### src/rtl/bch_128_enc.sv
// Systematic shortened BCH(144,128) t=2 encoder, one codeword per clock.
// Parity is (D(x) * x^16) mod g(x), g = 0x16F63, computed in one cycle.
module bch_128_enc (
    input  logic         clk,
    input  logic         reset_n,
    input  logic         enable,
    input  logic [0:127] i_data,
    output logic [0:143] o_code,
    output logic         o_valid
);

    // g(x) without its implicit x^16 term
    localparam logic [15:0] GEN_LOW = 16'h6F63;

    logic [15:0] parity;

    // Fully unrolled LFSR division, highest-degree message bit first
    always_comb begin
        parity = '0;
        for (int i = 0; i < 128; i++) begin
            if (i_data[i] ^ parity[15]) begin
                parity = {parity[14:0], 1'b0} ^ GEN_LOW;
            end else begin
                parity = {parity[14:0], 1'b0};
            end
        end
    end

    // reset_n is active-high despite its name
    always_ff @(posedge clk) begin
        if (reset_n) begin
            o_code  <= '0;
            o_valid <= 1'b0;
        end else begin
            o_valid <= enable;
            if (enable) begin
                o_code <= {i_data, parity};
            end
        end
    end

endmodule

### config.mk
export PLATFORM = sky130hd
export DESIGN_NAME = bch_128_enc
export DESIGN_NICKNAME = d
export VERILOG_FILES = /design/src/rtl/bch_128_enc.sv
export SDC_FILE = /design/constraint.sdc
export NUM_CORES = 1
export LEC_CHECK = 0
export ABC_CLOCK_PERIOD_IN_PS = 24100
export BUFFER_PORTS_ARGS = -buffer_cell sky130_fd_sc_hd__buf_2
export CORE_ASPECT_RATIO = 1.75
export CORE_MARGIN = 2
export CORE_UTILIZATION = 25
export DETAILED_ROUTE_END_ITERATION = 10
export GPL_TIMING_DRIVEN = 0
export HOLD_SLACK_MARGIN = 0.08
export SLEW_MARGIN = 30
export SYNTH_ARGS = -nofsm -noshare
export SYNTH_HDL_FRONTEND = slang
export SYNTH_SLANG_ARGS = --single-unit
### constraint.sdc
create_clock -name clk -period 24.1 [get_ports clk]
set_clock_uncertainty 0.15 [all_clocks]
set_input_delay 3.615 -clock clk [delete_from_list [all_inputs] [get_ports clk]]
set_output_delay 3.615 -clock clk [all_outputs]
set_load 0.005 [all_outputs]
==> reports/qor.yml, run 1 <==
wl_mm: 56.4
arrival_ps: 19080
synthTopCellsByCount: "xnor2_1 (343), xnor3_1 (268), dfxtp_1 (145)"
ys_warn_count: 0
ys_seq_elements: 145
cts.clk_slew.worst_paths_ps: 70
rows: 131
fmax_mhz: 52.9
cp_slowest_cell: "xor2_1"
drv_slew: 0
postCtsSetupBuffers: 0
worstPathRequired_ps: 24290
synth_ff_type: "dfxtp_1"
crit_family: "XOR/XNOR gates"
avgViaCountPerCell: 4.24
dieWidth_um: 209
crit_cells: 35
place_inst: 2562
async_reset_ff_frac: 0
ff2ff_path_depth: 2
hold_depth: 2
synth-edff-count: 0
cap_violations: 0
syn-cell-area_um2: 18300
tightest_slew_ps: 965
drive_above_1_share: 0.240
root_buffer: "clkbuf_16"
cts_buffer_depth: 2
ioPinCount: 276
setup-violations-final: 0
dieArea_um2: 75700
synth_top_area_share: 0.329
clk_latency_ps: 480
synthesis.nets: 1497
grt_start_max_net_pins: 17
setup-tns-final_ps: 0
synth_cell_types: 21
max_stage_delay_ps: 650
hpwlAfterDp_mm: 48.5
reg2reg_slack_ps: 23110
critPathKind: "input pin to flip-flop"
numCtsBuffers: 17
core_um2: 72800
dieHeight_um: 362
synth.avg_cell_area_um2: 13.4
start_util: 0.252
rsz0062_at_grt: "no"
crit_top_cell: "xnor3_1"
vias: 11013
drtPass1Iterations: 5
fin_crit_sh: 0.784
critPathMaxFanout: 10
drc_errors: 0
hold_viol: 0
track_usage: 0.151
yosysMostFrequentCell: "xnor2_1"
syn_inst: 1366
layout_min_cycle_time_ps: 18890
io_buffers: 265
synth_top_cells_by_area: "xnor3_1 (33%), xnor2_1 (16%), dfxtp_1 (16%)"
ys_seq_area_frac: 0.158
crit_path_start_kind: "input pin"
hp-class: "flip-flop to flip-flop"
grt_pass1_vias: 11874
gp_congestion: 0.903
critPathBufInv: 2
cts.sinks: 145
instances_no_fill: 2597
crit_path_end_kind: "flip-flop"
preCtsSetupSlack_ps: 4680
finish.net_count: 1781
cts_resized: 0
antenna_found_initial: 8
holdBufCountCts: 0
synth_area_leader_cell: "xnor3_1"
syn_to_final_growth_pct: 17.0
status: "complete, no violations"
grt_pass1_wl_mm: 82.0
overflow: 0
setup_ws_ps: 5210
antenna_left: 0
slew_headroom: 0.357
tritoncts: "built"
drtIter0Drc: 508
htree_levels: 4
wl_per_cell_um: 21.7
==> metrics by stage <==
step / hold WS (ps) / cell area, µm² / util
after global placement: 317 / 20800 / 0.286
after detailed placement: 325 / 20800 / 0.286
final: 336 / 21500 / 0.295
after floorplan: 328 / 18300 / -
after CTS: 341 / 21500 / 0.295
after global routing: 374 / 21500 / 0.295
==> layer usage <==
metal	up-vias	GRT usage	wire length (µm)
met5	-	0	12
met4	2	0.0570	1750
met3	72	0.0264	2800
met2	347	0.276	29200
met1	5420	0.175	22700
li1	5172	-	-
==> worst paths after layout <==
check,start,endpoint
hold / removal,o_code[40],o_code[40]
setup / recovery,i_data[4],o_code[138]
hold reg to reg,o_code[40],o_code[40]
setup reg to reg,o_code[134],o_code[134]
==> worst reg2reg max path, delay by kind of cell, from the launching register on <==
| kind | cells | cell delay, ps |
|---|---|---|
| DFF | 1 | 460 |
| AOI/OAI and AO/OA | 1 | 220 |
| and+or+nand+nor | 1 | 70 |
==> registers in the layout, summed over array words and instances (netlist names) <==
register and cells:
o_valid 1, o_code 144
==> logic make-up (layout without fill, tap and decap cells) <==
logic type,Yosys count,after routing,synth area share
buf+inv,45,342,0.0102
simple gates,145,145,0.0298
flops,145,145,0.158
compound gates,6,6,0.00245
other cells,0,3,0
mux,138,138,0.0753
xor+xnor,887,887,0.724
==> layout by cell type (no fill, tap or decap), types with 21 or more instances in the layout <==
cell / Yosys / layout
buf_2: 5 / 271
clkbuf_1: 21 / 21
dfxtp_1: 145 / 145
mux2i_1: 138 / 138
nor2_1: 144 / 144
xnor2_1: 343 / 343
xnor2_2: 30 / 30
xnor3_1: 268 / 268
xnor3_2: 28 / 28
xor2_1: 136 / 136
xor3_1: 47 / 47
==> cell type report <==
cell class / count / area [µm²]
multi-input combinational: 1176 / 15300
buffer: 43 / 183
clock buffer: 19 / 443
tap: 931 / 1160
sequential: 145 / 2900
timing repair buffer: 265 / 1330
inverter: 2 / 7.51
clock inverter: 13 / 174
antenna: 3 / 7.51
fill: 7469 / 51300
Power of run 1 is not shown: default switching activity piles up to over one toggle a cycle in this logic, so the estimate is an artifact.
==> inputs of run 2 (changes only) <==
ABC_CLOCK_PERIOD_IN_PS = 18220   (was 24100)
clock period = 18.22 ns   (was 24.1 ns; I/O delays follow)
==> run 2 against run 1 <==
Effect of this change: via count hardly changed; worst setup slack worse by 4800 ps; flip-flop and latch count stayed put; critical endpoint unchanged; largest cell class unchanged.
==> reports/qor.yml, run 2 (synthesis gave the netlist of run 1 again) <==
routedLengthMet1_mm: 22.8  # +0.55%
syn_to_final_growth_pct: 18.0
crit_path_start_kind: "input pin"
cts.clk_slew.worst_paths_ps: 70  # about the same
cap_violations: 0  # unchanged
antenna_left: 0  # unchanged
start_util: 0.252  # unchanged
drc_errors: 0  # unchanged
grt_pass1_wl_mm: 82.0  # unchanged
root_buffer: "clkbuf_16"
critPathBufInv: 2  # unchanged
dieArea_um2: 75700  # unchanged
ioPinCount: 276  # unchanged
io_buffers: 265  # unchanged
crit_path_end_kind: "flip-flop"
top_register: "o_code"
preCtsSetupSlack_ps: -315  # -5000 ps
rows: 131  # unchanged
cts_buffer_depth: 2  # unchanged
status: "complete, no violations"
finish.net_count: 1785  # +0.22%
hpwlAfterDp_mm: 48.5  # unchanged
wl_met3_mm: 2.61  # -6.7%
wl_per_cell_um: 21.7  # -0.12%
crit_family: "XOR/XNOR gates"
place_inst: 2562  # unchanged
crit_top_cell: "xnor3_1"
grt_start_max_net_pins: 17  # unchanged
overflow: 0  # unchanged
numCtsBuffers: 17  # unchanged
final_cell_mix: "xnor2_1 (335), buf_2 (271), xnor3_1 (268), dfxtp_1 (145), nor2_1 (144)"
dieWidth_um: 209  # unchanged
drive_above_1_share: 0.250  # +0.0102
grt_pass1_vias: 11874  # unchanged
vias: 11014  # +0.0091%
arrival_ps: 17970  # -1110 ps
core_um2: 72800  # unchanged
tightest_slew_ps: 962  # -2.93 ps
largest_reg_flops: 144  # unchanged
tritoncts: "built"
layout_min_cycle_time_ps: 17790
hold_viol: 0  # unchanged
gp_congestion: 0.903  # unchanged
top_layer_used: "met5"
avgViaCountPerCell: 4.23  # -0.18%
cts.sinks: 145  # unchanged
track_usage: 0.151  # unchanged
holdBufCountCts: 0  # unchanged
drv_slew: 0  # unchanged
cp_slowest_cell: "xor3_2"
antenna_found_initial: 8  # unchanged
instances_no_fill: 2602  # +0.19%
critPathMaxFanout: 10  # unchanged
slew_headroom: 0.359  # +0.00195
setup-tns-final_ps: 0  # unchanged
htree_levels: 4  # unchanged
setup_ws_ps: 434  # -4770 ps
layout_commonest_cell: "xnor2_1"
dr_wl_met2_mm: 29.2  # about the same
drtIter0Drc: 549  # +8.1%
hp-class: "flip-flop to flip-flop"
setup-violations-final: 0  # unchanged
drtPass1Iterations: 4  # -1
wl_mm: 56.5  # about the same
fmax_mhz: 56.2
max_stage_delay_ps: 630  # -20 ps
worstPathRequired_ps: 18410  # -5880 ps
reg2reg_slack_ps: 17230  # -5880 ps
fin_crit_sh: 0.976
clk_latency_ps: 480  # about the same
critPathKind: "input pin to flip-flop"
dieHeight_um: 362  # unchanged
top_regs: "o_code (144), o_valid (1)"
fin_util: 0.298  # +0.00260
## run 2: cell count changes in the layout (fill, tap and decap cells not counted), sizes merged
cell   previous run  this run
diode             3         4
buf             286       290
## run 2: path summary, 6_finish.rpt
kind | from | endpoint | cells past startpoint
setup / recovery | i_data[4] | o_code[138] | 35
hold / removal | o_code[40] | o_code[40] | 2
setup reg to reg | o_code[134] | o_code[134] | 2
hold reg to reg | o_code[40] | o_code[40] | 2
## run 2: cell type report
| class | instances | area (µm²) |
|---|---|---|
| repair buffers | 269 | 1370 |
| multi-input cells | 1176 | 15400 |
| diodes | 4 | 10.0 |
| clock buffers | 19 | 443 |
| plain buffers | 43 | 183 |
| well taps | 931 | 1160 |
| fillers | 7450 | 51100 |
| flip-flops and latches | 145 | 2900 |
| inverters | 2 | 7.51 |
| clock inverters | 13 | 174 |
## run 2: repair_timing
item / CTS / global route
endpoints found under the setup margin: 0 / 8
buffers inserted: 0 / 4
gates resized for setup: 0 / 18
## run 2: per-layer routing
metal  vias to the layer above  GRT usage
met5                         -          0
met3                        78     0.0264
li1                       5176          -
met1                      5416      0.175
met4                         2     0.0570
met2                       342      0.276
## run 2: worst min-delay path, stage by stage, from the launching register on
cell,delay [ps]
dfxtp_1,320
mux2i_1,60
nor2_1,70
## run 2: through the flow
step	area, µm²	hold slack [ps]
after global routing	21600	374
after detailed placement	20800	325
after floorplan	18300	328
after global placement	20800	317
final	21700	337
after CTS	21500	341
Power of run 2 is left out for the same reason.
==> inputs of run 3 (changes only) <==
PLACE_DENSITY_LB_ADDON = 0.15   (was unset)
==> run 3 against run 2 <==
Effect of this change: flip-flop and latch count is the same; sequential share of layout area fell by 0.17 points; clock-buffer cell count fell by 2; critical path type unchanged.
==> reports/qor.yml, run 3 (synthesis gave the netlist of run 1 again) <==
status: "complete, no violations"
drtPass1Iterations: 4  # unchanged
arrival_ps: 17950  # -20 ps
root_buffer: "clkbuf_16"
track_usage: 0.167  # +0.0160
final_cell_mix: "xnor2_1 (323), buf_2 (271), xnor3_1 (266), dfxtp_1 (145), nor2_1 (144)"
clk_latency_ps: 510  # +30 ps
critPathKind: "input pin to flip-flop"
cp_slowest_cell: "xnor3_2"
grt_pass1_vias: 11714  # -1.3%
largest_reg_flops: 144  # unchanged
wl_per_cell_um: 23.9  # +10%
hp-class: "flip-flop to flip-flop"
rsz0062_at_grt: "no"
grt_pass1_wl_mm: 87.9  # +7.1%
tightest_slew_ps: 913  # -48.8 ps
critPathMaxFanout: 9  # -1
crit_start: "i_data[1]"
cts_buffer_depth: 2  # unchanged
io_buffers: 265  # unchanged
layout_commonest_cell: "xnor2_1"
fin_crit_sh: 0.971  # -0.00566
cap_violations: 0  # unchanged
hpwlAfterDp_mm: 54.1  # +11%
max_stage_delay_ps: 610  # -20 ps
drive_above_1_share: 0.267  # +0.0167
dieWidth_um: 209  # unchanged
drv_slew: 0  # unchanged
avgViaCountPerCell: 4.16  # -1.6%
critPathBufInv: 2  # unchanged
fmax_mhz: 56.6  # +0.58%
timing.hold.ws_ps: 342  # +5.05 ps
antenna_left: 0  # unchanged
cts.sinks: 145  # unchanged
core_um2: 72800  # unchanged
slew_headroom: 0.391  # +0.0325
antenna_found_initial: 6  # -2
crit_family: "XOR/XNOR gates"
overflow: 0  # unchanged
vias: 10864  # -1.4%
cts.clk_slew.worst_paths_ps: 70  # about the same
top_regs: "o_code (144), o_valid (1)"
syn_to_final_growth_pct: 19.6
tritoncts: "built"
grt_start_max_net_pins: 19  # +2
start_util: 0.252  # unchanged
numCtsBuffers: 17  # unchanged
dieArea_um2: 75700  # unchanged
ioPinCount: 276  # unchanged
hold_viol: 0  # unchanged
setup-violations-final: 0  # unchanged
crit_top_cell: "xnor3_2"
hp-start: "o_code[109]"
top_register: "o_code"
dieHeight_um: 362  # unchanged
worstPathRequired_ps: 18480  # +70 ps
drc_errors: 0  # unchanged
wl_mm: 62.5  # +11%
htree_levels: 4  # unchanged
layout_min_cycle_time_ps: 17680  # -103 ps
timing.rr.start: "o_code[142]"
gp_congestion: 0.834  # -7.6%
setup_ws_ps: 537  # +103 ps
crit_path_start_kind: "input pin"
preCtsSetupSlack_ps: -799  # -483 ps
crit_path_end_kind: "flip-flop"
finish.net_count: 1793  # +0.45%
drtIter0Drc: 381  # -31%
rows: 131  # unchanged
run 3: cell types whose count changed in the layout (fill, tap and decap cells not counted), sizes merged:
cell | before | now
buf | 290 | 299
clkbuf | 41 | 38
diode | 4 | 3
clkinvlp | 3 | 1
clkinv | 2 | 7
bufinv | 3 | 0
inv | 7 | 9
run 3: worst min-delay path, stage by stage (launching register included):
cell	delay (ps)
dfxtp_1	320
mux2i_1	60
nor2_1	80
run 3: what timing repair did:
item | CTS | global route
resized for setup | 4 | 45
endpoints found under the setup margin | 7 | 9
pin swaps | 0 | 6
hold buffers | 0 | 0
setup buffers | 0 | 12
run 3: cell type report:
class                      count  area [µm²]
tap                          931        1160
buffer                        43         183
inverter                       2        7.51
clock inverter                15         188
sequential                   145        2900
antenna                        3        7.51
timing repair buffer         277        1430
clock buffer                  17         425
multi-input combinational   1176       15600
fill                        7481       50800
run 3: metrics by stage:
stage / util / instances / setup TNS [ps] / area [µm²]
2_1_floorplan: - / 1366 / 0 / 18300
3_3_place_gp: 0.286 / 2562 / -5910 / 20800
3_5_place_dp: 0.286 / 2562 / -6660 / 20800
4_1_cts: 0.295 / 2594 / 0 / 21500
5_1_grt: 0.301 / 2606 / 0 / 21900
6_report: 0.301 / 2609 / 0 / 21900
run 3: path summary, 6_finish.rpt:
check	to	slack, ps	depth (start not counted)
worst min-delay path	o_code[109]	340	2
worst max-delay path	o_code[142]	540	35
worst min register to register	o_code[109]	340	2
worst max register to register	o_code[142]	17240	2
run 3: per-layer routing:
layer | GRT usage | wire (µm) | vias to the layer above | share of wire
li1 | - | - | 5196 | -
met1 | 0.178 | 23300 | 5348 | 0.37
met2 | 0.333 | 35500 | 281 | 0.57
met3 | 0.0278 | 2600 | 39 | 0.042
met4 | 0.0468 | 1080 | 0 | 0.017
met5 | 0 | 0 | - | 0
Power of run 3 is left out for the same reason.
